--- config.mk ---
export PLATFORM = sky130hd
export DESIGN_NAME = pipelined_shifter_flat
export DESIGN_NICKNAME = d
export VERILOG_FILES = /design/src/rtl/pipelined_shifter_if.sv /design/src/rtl/pipelined_shifter.sv /design/src/flat_wrapper.sv
export SDC_FILE = /design/constraint.sdc
export NUM_CORES = 1
export LEC_CHECK = 0
export ABC_AREA = 1
export BUFFER_PORTS_ARGS = -buffer_cell sky130_fd_sc_hd__clkbuf_2
export CORE_MARGIN = 3
export CORE_UTILIZATION = 50
export CTS_CLUSTER_SIZE = 24
export DETAILED_ROUTE_END_ITERATION = 12
export HOLD_SLACK_MARGIN = 0.02
export PLACE_DENSITY = 0.7
export SLEW_MARGIN = 0
export SYNTH_ARGS = -nofsm -noshare
export SYNTH_HDL_FRONTEND = slang
export SYNTH_SLANG_ARGS = --single-unit
--- constraint.sdc ---
create_clock -name clk -period 4.2 [get_ports clk]
set_clock_uncertainty 0.05 [all_clocks]
set_input_delay 0.84 -clock clk [delete_from_list [all_inputs] [get_ports clk]]
set_output_delay 0.84 -clock clk [all_outputs]
set_load 0.05 [all_outputs]
--- src/rtl/pipelined_shifter_if.sv ---
// Request/response bundle for the pipelined shifter: valid/ready request side
// carrying operand, shift amount, select and tag; valid/ready result side.
interface pipelined_shifter_if #(
  parameter int WIDTH = 32,
  parameter int TAG_W = 5
);
  localparam int SHAMT_W = $clog2(WIDTH);

  logic               in_valid;
  logic               in_ready;
  logic [WIDTH-1:0]   in1;
  logic [SHAMT_W-1:0] shamt;
  logic [2:0]         shifter_select;
  logic [TAG_W-1:0]   in_tag;
  logic               out_valid;
  logic               out_ready;
  logic [WIDTH-1:0]   shifter_result;
  logic [TAG_W-1:0]   out_tag;

  modport master (
    output in_valid, in1, shamt, shifter_select, in_tag, out_ready,
    input  in_ready, out_valid, shifter_result, out_tag
  );

  modport slave (
    input  in_valid, in1, shamt, shifter_select, in_tag, out_ready,
    output in_ready, out_valid, shifter_result, out_tag
  );
endinterface

--- src/rtl/pipelined_shifter.sv ---
// Logarithmic shifter (sll/srl/sra/rotl/rotr) split over STAGES register stages
// that advance in lockstep; a tag rides along with every operation.
module pipelined_shifter #(
  parameter int WIDTH  = 32,
  parameter int STAGES = 2,
  parameter int TAG_W  = 5
) (
  input logic               clk,
  input logic               rst,
  pipelined_shifter_if.slave bus
);
  localparam int SHAMT_W = $clog2(WIDTH);
  localparam int LPS     = (SHAMT_W + STAGES - 1) / STAGES;

  // One layer: shift by a fixed power of two with the fill the select asks for.
  function automatic logic [WIDTH-1:0] shift_by(input logic [WIDTH-1:0] d,
                                                input logic [2:0] sel,
                                                input logic sign,
                                                input int n);
    logic [WIDTH-1:0] fill;
    fill = sign ? ~({WIDTH{1'b1}} >> n) : '0;
    case (sel)
      3'd1:    return d << n;
      3'd2:    return d >> n;
      3'd3:    return (d >> n) | fill;
      3'd4:    return (d << n) | (d >> (WIDTH - n));
      3'd5:    return (d >> n) | (d << (WIDTH - n));
      default: return '0;
    endcase
  endfunction

  // Apply layers lo..hi-1, lowest first; unused select codes collapse to zero.
  function automatic logic [WIDTH-1:0] shift_layers(input logic [WIDTH-1:0] d,
                                                    input logic [SHAMT_W-1:0] sh,
                                                    input logic [2:0] sel,
                                                    input logic sign,
                                                    input int lo,
                                                    input int hi);
    logic [WIDTH-1:0] r;
    r = d;
    if (sel == 3'd0 || sel > 3'd5) begin
      r = '0;
    end else begin
      for (int i = 0; i < SHAMT_W; i++) begin
        if (i >= lo && i < hi && sh[i]) r = shift_by(r, sel, sign, 1 << i);
      end
    end
    return r;
  endfunction

  function automatic int hi_of(input int s);
    return ((s + 1) * LPS > SHAMT_W) ? SHAMT_W : (s + 1) * LPS;
  endfunction

  logic               vld_p   [STAGES];
  logic [WIDTH-1:0]   data_p  [STAGES];
  logic [SHAMT_W-1:0] shamt_p [STAGES];
  logic [2:0]         sel_p   [STAGES];
  logic               sign_p  [STAGES];
  logic [TAG_W-1:0]   tag_p   [STAGES];
  logic               adv;

  assign adv          = !vld_p[STAGES-1] || bus.out_ready;
  assign bus.in_ready = adv;

  always_ff @(posedge clk) begin
    if (rst) begin
      for (int s = 0; s < STAGES; s++) begin
        vld_p[s]   <= 1'b0;
        data_p[s]  <= '0;
        shamt_p[s] <= '0;
        sel_p[s]   <= '0;
        sign_p[s]  <= 1'b0;
        tag_p[s]   <= '0;
      end
    end else if (adv) begin
      // stage 0: first group of layers straight from the request
      vld_p[0]   <= bus.in_valid;
      data_p[0]  <= shift_layers(bus.in1, bus.shamt, bus.shifter_select,
                                 bus.in1[WIDTH-1], 0, hi_of(0));
      shamt_p[0] <= bus.shamt;
      sel_p[0]   <= bus.shifter_select;
      sign_p[0]  <= bus.in1[WIDTH-1];
      tag_p[0]   <= bus.in_tag;
      // stages 1..STAGES-1: remaining layer groups on the carried partial result
      for (int s = 1; s < STAGES; s++) begin
        vld_p[s]   <= vld_p[s-1];
        data_p[s]  <= shift_layers(data_p[s-1], shamt_p[s-1], sel_p[s-1],
                                   sign_p[s-1], s * LPS, hi_of(s));
        shamt_p[s] <= shamt_p[s-1];
        sel_p[s]   <= sel_p[s-1];
        sign_p[s]  <= sign_p[s-1];
        tag_p[s]   <= tag_p[s-1];
      end
    end
  end

  assign bus.out_valid      = vld_p[STAGES-1];
  assign bus.shifter_result = data_p[STAGES-1];
  assign bus.out_tag        = tag_p[STAGES-1];
endmodule

--- src/flat_wrapper.sv ---
// flat-port wrapper written by rule: the top's interface ports become plain ports
module pipelined_shifter_flat 
#(
  parameter int WIDTH  = 32,
  parameter int STAGES = 2,
  parameter int TAG_W  = 5
)
  (clk, rst, bus_in_valid, bus_in1, bus_shamt, bus_shifter_select, bus_in_tag, bus_out_ready, bus_in_ready, bus_out_valid, bus_shifter_result, bus_out_tag);
  pipelined_shifter_if #(.WIDTH(WIDTH), .TAG_W(TAG_W)) bus_i ();
  input logic clk;
  input logic rst;
  input wire logic [$bits(bus_i.in_valid)-1:0] bus_in_valid;
  input wire logic [$bits(bus_i.in1)-1:0] bus_in1;
  input wire logic [$bits(bus_i.shamt)-1:0] bus_shamt;
  input wire logic [$bits(bus_i.shifter_select)-1:0] bus_shifter_select;
  input wire logic [$bits(bus_i.in_tag)-1:0] bus_in_tag;
  input wire logic [$bits(bus_i.out_ready)-1:0] bus_out_ready;
  output wire logic [$bits(bus_i.in_ready)-1:0] bus_in_ready;
  output wire logic [$bits(bus_i.out_valid)-1:0] bus_out_valid;
  output wire logic [$bits(bus_i.shifter_result)-1:0] bus_shifter_result;
  output wire logic [$bits(bus_i.out_tag)-1:0] bus_out_tag;
  assign bus_i.in_valid = bus_in_valid;
  assign bus_i.in1 = bus_in1;
  assign bus_i.shamt = bus_shamt;
  assign bus_i.shifter_select = bus_shifter_select;
  assign bus_i.in_tag = bus_in_tag;
  assign bus_i.out_ready = bus_out_ready;
  assign bus_in_ready = bus_i.in_ready;
  assign bus_out_valid = bus_i.out_valid;
  assign bus_shifter_result = bus_i.shifter_result;
  assign bus_out_tag = bus_i.out_tag;
  pipelined_shifter #(.WIDTH(WIDTH), .STAGES(STAGES), .TAG_W(TAG_W)) u_core (.clk(clk), .rst(rst), .bus(bus_i));
endmodule
==> results_dict.tcl, run 1 <==
set metrics [dict create \
    outcome "completed" \
    synth_nets 1030 \
    tns_ps 0 \
    drt_pass1_iterations 5 \
    die_area_mm2 0.01526 \
    drive_gt1_share_pct 18.23 \
    start_util_pct 51.56 \
    synth_top_family_by_area "simple AND/OR/NAND/NOR gates" \
    ir_drop_mv 0.1879 \
    nets 1037 \
    swShare_pct 32.18 \
    setup.worst_path.start_class "primary input" \
    fin_crit_sh_pct 65.73 \
    crit_arrival_ps 2840 \
    min_path_type "reg -> reg" \
    synth_area_leaders "edfxtp_1 (36%), nand3_1 (15%), nand2_1 (14%)" \
    vias_per_cell 5.686 \
    wire_per_inst_um 15.17 \
    drt-total-wl_um 17730 \
    hold_viol 0 \
    io_buffer_count 87 \
    numCtsBuffers 9 \
    cts_resized 0 \
    tightest_slew_ps 1236 \
    seq_power_share_pct 40.5 \
    power_density_mw_per_mm2 331.3 \
    htree_levels 3 \
    switchingPower_w 0.0007853 \
    multi_input_area_mm2 0.003591 \
    cell_internal_pwr_w 0.001655 \
    p_leak_nw 3.170 \
    dp_hpwl_um 12790 \
    relSlewSlack_pct 17.23 \
    route.vias.total 6647 \
    total_power_w 0.002441 \
    ff_latch_area_mm2 0.002462 \
    grt_overflow 0 \
    nFillCells 1350 \
    placeableCoreArea_mm2 0.01340 \
    cp_top_family "simple AND/OR/NAND/NOR gates" \
    drc 0 \
    combPwrFrac_pct 25.5 \
    synth-seq-cells 82 \
    cts_root_buffer "clkbuf_16" \
    fin_crit_ps 2761 \
    cap_violations 0 \
    finalSetupViolations 0 \
    antenna_found_initial 0 \
    grt_setup_unrepaired "false" \
    synthXorXnorAreaFrac_pct 0 \
    cts_hold_buffers 0 \
    antenna_left 0 \
    cts.sinks 82 \
    yosysTopAreaCell "edfxtp_1" \
    dp.cells 1153 \
    io_pins 88 \
    avgSynthCellArea_um2 7.043 \
    clk_latency_ps 340 \
    cp.buffers_inverters 3 \
    ys_types 27 \
    yosys.area_share.simple_pct 40.18 \
    yosysWarnings 0 \
    cts_setup_buffers 0 \
    synthCells 981 \
    grt_max_degree 83 \
    crit_fanout 35 \
    cts_tree "done" \
    grt_pass1_wl_um 28720 \
    drtIter0Drc 793 \
    grt_pass1_vias 5740 \
    muxShareOfSynthArea_pct 0 \
    synth-seq-area-share_pct 35.64 \
    cp_slowest_stage_delay_ps 330 \
    std_cell_rows 42 \
    cp_cell_sequence "clkbuf_2 > inv_1 > nand2_1 > nand2_4 > buf_4 > nand2_1 > nand3_2 > nand3_1 > nand3_1 > nand3_1 > nand2_1 > nand2_1 > a21oi_1" \
    critical_path_required_ps 4280 \
    finalNonFillerCells 1169 \
    clockPowerShare_pct 34.0 \
    synth_top_area_share_pct 35.64 \
    worstSetupEndpointType "flop" \
    clkSlewWorstSetupHoldPaths_ps 60 \
    die_h_um 123.6 \
    cts_max_path_buffers 2 \
    synth-compound-area-share_pct 11.61 \
    syn2layout_area_growth_pct 6.628 \
    synth.cell_area_mm2 0.006909 \
    cpMostUsedCell "nand2_1" \
    synth_fa_ha_area_share_pct 0 \
    utilization_pct 54.98 \
    die_x_um 123.6 \
    fmax_ghz 0.3622 \
    grt_util_all_layers_pct 23.78 \
    gp_congestion 0.9118 \
    crit_type "in -> reg" \
    crit_slowest_cell "nand2_4" \
    drv_slew 0 \
    antenna_cells 0 \
]
worst register-to-register path, cell delays in order, from the launching register on:
cell	delay, ps
edfxtp_1	930
clkinv_1	710
nor2_1	240
buf_4	240
nand2_1	80
a21oi_1	170
Yosys cell counts:
master and n:
o221ai_1 8, nand3_1 209, edfxtp_1 82, buf_2 13, buf_6 9, o21ai_2 1
or2_1 10, or2_2 36, clkbuf_1 31, buf_1 6, inv_2 3, o21ai_0 33
inv_1 60, nand2_1 259, nor2_8 1, o211ai_1 1, nor2_1 37, o22ai_1 24
a21oi_1 80, nor2_2 1, or2_0 2, buf_4 43, nand2_4 4, nand3_2 21
nand4_1 5, clkinv_1 1, nand2_2 1
power groups by stage:
| stage | combinational [W] | clock [W] | sequential (W) |
|---|---|---|---|
| 2_1_floorplan | 0.000509 | 0 | 0.000992 |
| 3_3_place_gp | 0.000609 | 0 | 0.00100 |
| 3_5_place_dp | 0.000612 | 0 | 0.00101 |
| 4_1_cts | 0.000614 | 0.000841 | 0.000989 |
| 5_1_grt | 0.000691 | 0.000877 | 0.000995 |
| 6_report | 0.000622 | 0.000830 | 0.000989 |
path summary, 6_finish.rpt:
kind | startpoint | endpoint | slack, ps | cells after the start
max | bus_shifter_select[2] | u_core.data_p[0][21] | 1440 | 13
min | u_core.tag_p[0][2] | u_core.tag_p[0][7] | 500 | 2
max reg2reg | u_core.shamt_p[0][4] | u_core.data_p[0][32] | 1600 | 5
min reg2reg | u_core.tag_p[0][2] | u_core.tag_p[0][7] | 500 | 2
cells in the final DEF, fill, tap and decap left out, drive strengths merged:
cell,Yosys,final
a21oi,80,80
o22ai,24,24
clkinv,1,4
clkbuf,31,97
nand4,5,5
edfxtp,82,82
o211ai,1,1
clkinvlp,0,1
nand2,264,264
inv,63,63
o21ai,34,34
nor2,39,39
or2,48,48
bufinv,0,2
buf,71,11
nand3,230,230
o221ai,8,8
registers in the layout, summed over array words and instances, names as in the netlist:
register	flops
u_core.vld_p	2
u_core.shamt_p	2
u_core.sign_p	1
u_core.tag_p	10
u_core.data_p	64
u_core.sel_p	3
cell families after synthesis:
logic type	Yosys count
compound gates	147
flops	82
simple gates	586
buf+inv	166
metal layers:
layer  vias up  part of all wire [%]  GRT usage [%]
li1       3322                     -              -
met2       297                    46          36.56
met1      2992                    45          34.10
met4         0                   2.5          7.336
met5         -                     0              0
met3        36                   7.0          4.346
layout make-up:
type	count	share of cell area [%]
Clock inverter	6	1.104
Inverter	64	3.261
Clock buffer	10	3.108
Tap cell	176	2.989
Timing Repair Buffer	98	7.371
Multi-Input combinational cell	733	48.74
Sequential cell	82	33.42
metrics by stage:
step	worst slack, ps	hold slack (ps)	area, um^2
detailed placement	1166	482.4	7057
floorplan	401.3	469.2	6909
CTS	1514	499.4	7367
global route	1215	538.4	7367
global placement	1179	473.7	7057
finish	1439	497.1	7367
Power figures use the tool's default switching activity.
==> inputs of run 2 (changes only) <==
- clock period: 4.2 -> 2.67 ns (I/O delays scaled with it)
==> run 2 against run 1 <==
Effect of this change: worst hold slack got worse by 58 ps; power increased by 55%; wire length increased by 0.42%; critical path depth decreased by 7; largest cell class unchanged; global-route usage about the same; sequential share of layout area decreased by 0.67 points; first-iteration DRC count decreased by 25%; cell area increased by 2.0%; critical endpoint is now u_core.data_p[0][47].
==> results_dict.tcl, run 2 (synthesis gave the netlist of run 1 again) <==
set metrics [dict create \
    power_density_mw_per_mm2 504.1 \
    min_path_type "in -> reg" \
    finalNonFillerCells 1186 \
    fin_crit_ps 2230 \
    finalSetupViolations 0 \
    tightest_slew_ps 1078 \
    placeableCoreArea_mm2 0.01340 \
    die_x_um 123.6 \
    drt_pass1_iterations 5 \
    hold_viol 0 \
    cell_internal_pwr_w 0.002533 \
    cts.sinks 82 \
    total_power_w 0.003790 \
    grt_overflow 0 \
    fmax_ghz 0.4484 \
    ir_drop_mv 0.2618 \
    crit_fanout 16 \
    antenna_left 0 \
    gp_congestion 0.9214 \
    combPwrFrac_pct 27.0 \
    met1_usage_pct 34.87 \
    largest_reg_flops 64 \
    htree_levels 3 \
    worstReg2RegStart "u_core.sel_p[0][1]" \
    switchingPower_w 0.001256 \
    vias_per_cell 5.637 \
    swShare_pct 33.15 \
    grt_util_all_layers_pct 23.80 \
    rrSetupSlack_ps 440 \
    drtIter0Drc 597 \
    tns_ps 0 \
    holdCritStartpoint "bus_in_tag[0]" \
    relSlewSlack_pct 27.89 \
    met3_usage_pct 3.111 \
    die_area_mm2 0.01526 \
    cts_root_buffer "clkbuf_16" \
    grt_util_met2_pct 36.19 \
    drive_gt1_share_pct 19.70 \
    clkSlewWorstSetupHoldPaths_ps 60 \
    outcome "completed" \
    grt_max_degree 65 \
    setup.worst_path.start_class "flop" \
    clk_latency_ps 340 \
    grt_pass1_vias 5791 \
    drt-total-wl_um 17810 \
    cts_tree "done" \
    place_area_mm2 0.007222 \
    gr-max-usage-layer "met2" \
    antenna_found_initial 0 \
    fin_crit_sh_pct 83.52 \
    std_cell_rows 42 \
    critical_path_required_ps 2780 \
    clockPowerShare_pct 32.3 \
    regMostFlops "u_core.data_p" \
    antenna_cells 0 \
    final_common_cell "nand2_1" \
    dp.cells 1170 \
    nets 1054 \
    start_util_pct 51.56 \
    layout_common_cells "nand2_1 (259), nand3_1 (208), clkbuf_2 (87)" \
    grt_setup_unrepaired "false" \
    dp_hpwl_um 13250 \
    die_h_um 123.6 \
    whs_endpoint "u_core.tag_p[0][0]" \
    cap_violations 0 \
    worstSetupEndpointType "flop" \
    reg.largest.list "u_core.data_p x64, u_core.tag_p x10, u_core.sel_p x3" \
    drv_slew 0 \
    hold_path_depth 3 \
    cts_resized 0 \
    wire_per_inst_um 15.02 \
    r2r_end "u_core.data_p[0][47]" \
    route.vias.total 6685 \
    cts_hold_buffers 0 \
    cts_max_path_buffers 2 \
    io_buffer_count 87 \
    rr_worst_depth 6 \
    crit_arrival_ps 2340 \
    cts_setup_buffers 0 \
    p_leak_nw 3.252 \
    io_pins 88 \
    seq_power_share_pct 40.6 \
    syn2layout_area_growth_pct 8.801 \
    drc 0 \
    numCtsBuffers 9 \
    crit_type "reg -> reg" \
    grt_pass1_wl_um 28760 \
    nFillCells 1364 \
    fin_area_mm2 0.007517 \
]
## run 2: area by class of cell
type | instances | area (um^2) | share of cell area, %
Clock buffer | 9 | 225.2 | 2.996
Clock inverter | 7 | 70.07 | 0.9321
Inverter | 64 | 240.2 | 3.196
Multi-Input combinational cell | 733 | 3591 | 47.77
Sequential cell | 82 | 2462 | 32.76
Tap cell | 176 | 220.2 | 2.929
Timing Repair Buffer | 115 | 708.2 | 9.421
## run 2: how the worst max path moves through the flow
stage	startpoint	to	slack [ps]	cells after the start
final	u_core.sel_p[0][1]	u_core.data_p[0][47]	440	6
after global routing	u_core.sel_p[0][2]	u_core.data_p[0][47]	260	7
after CTS	u_core.sel_p[0][1]	u_core.data_p[0][47]	490	6
after detailed placement	bus_shifter_select[2]	u_core.data_p[0][12]	230	12
after global placement	bus_shifter_select[2]	u_core.data_p[0][12]	290	12
after floorplan	u_core.vld_p[0][1]	u_core.data_p[0][0]	60	1
## run 2: per-layer routing
layer | vias up | wire [um]
li1 | 3355 | -
met1 | 2997 | 7920
met2 | 306 | 8026
met3 | 27 | 1466
met4 | 0 | 395
met5 | - | 0
## run 2: critical path, cell delays in order, from the launching register on
cell,delay (ps)
edfxtp_1,490
inv_1,140
nor2_1,110
nor2_1,60
nor2_1,810
nand2_1,150
a21oi_1,230
## run 2: power groups by stage
stage / registers (W) / clock network, W / logic [W]
after floorplan: 0.00156 / 0 / 0.000801
after global placement: 0.00157 / 0 / 0.00101
after detailed placement: 0.00157 / 0 / 0.00101
after CTS: 0.00154 / 0.00125 / 0.00101
after global routing: 0.00155 / 0.00129 / 0.00114
final: 0.00154 / 0.00122 / 0.00102
## run 2: through the flow
step / util, % / hold WS [ps] / worst slack (ps)
after floorplan: - / 469.2 / 61.37
after global routing: 56.10 / 447.2 / 255.2
after global placement: 53.89 / 474.0 / 287.4
final: 56.10 / 439.4 / 439.9
after detailed placement: 53.89 / 480.4 / 232.4
after CTS: 56.10 / 426.7 / 493.4
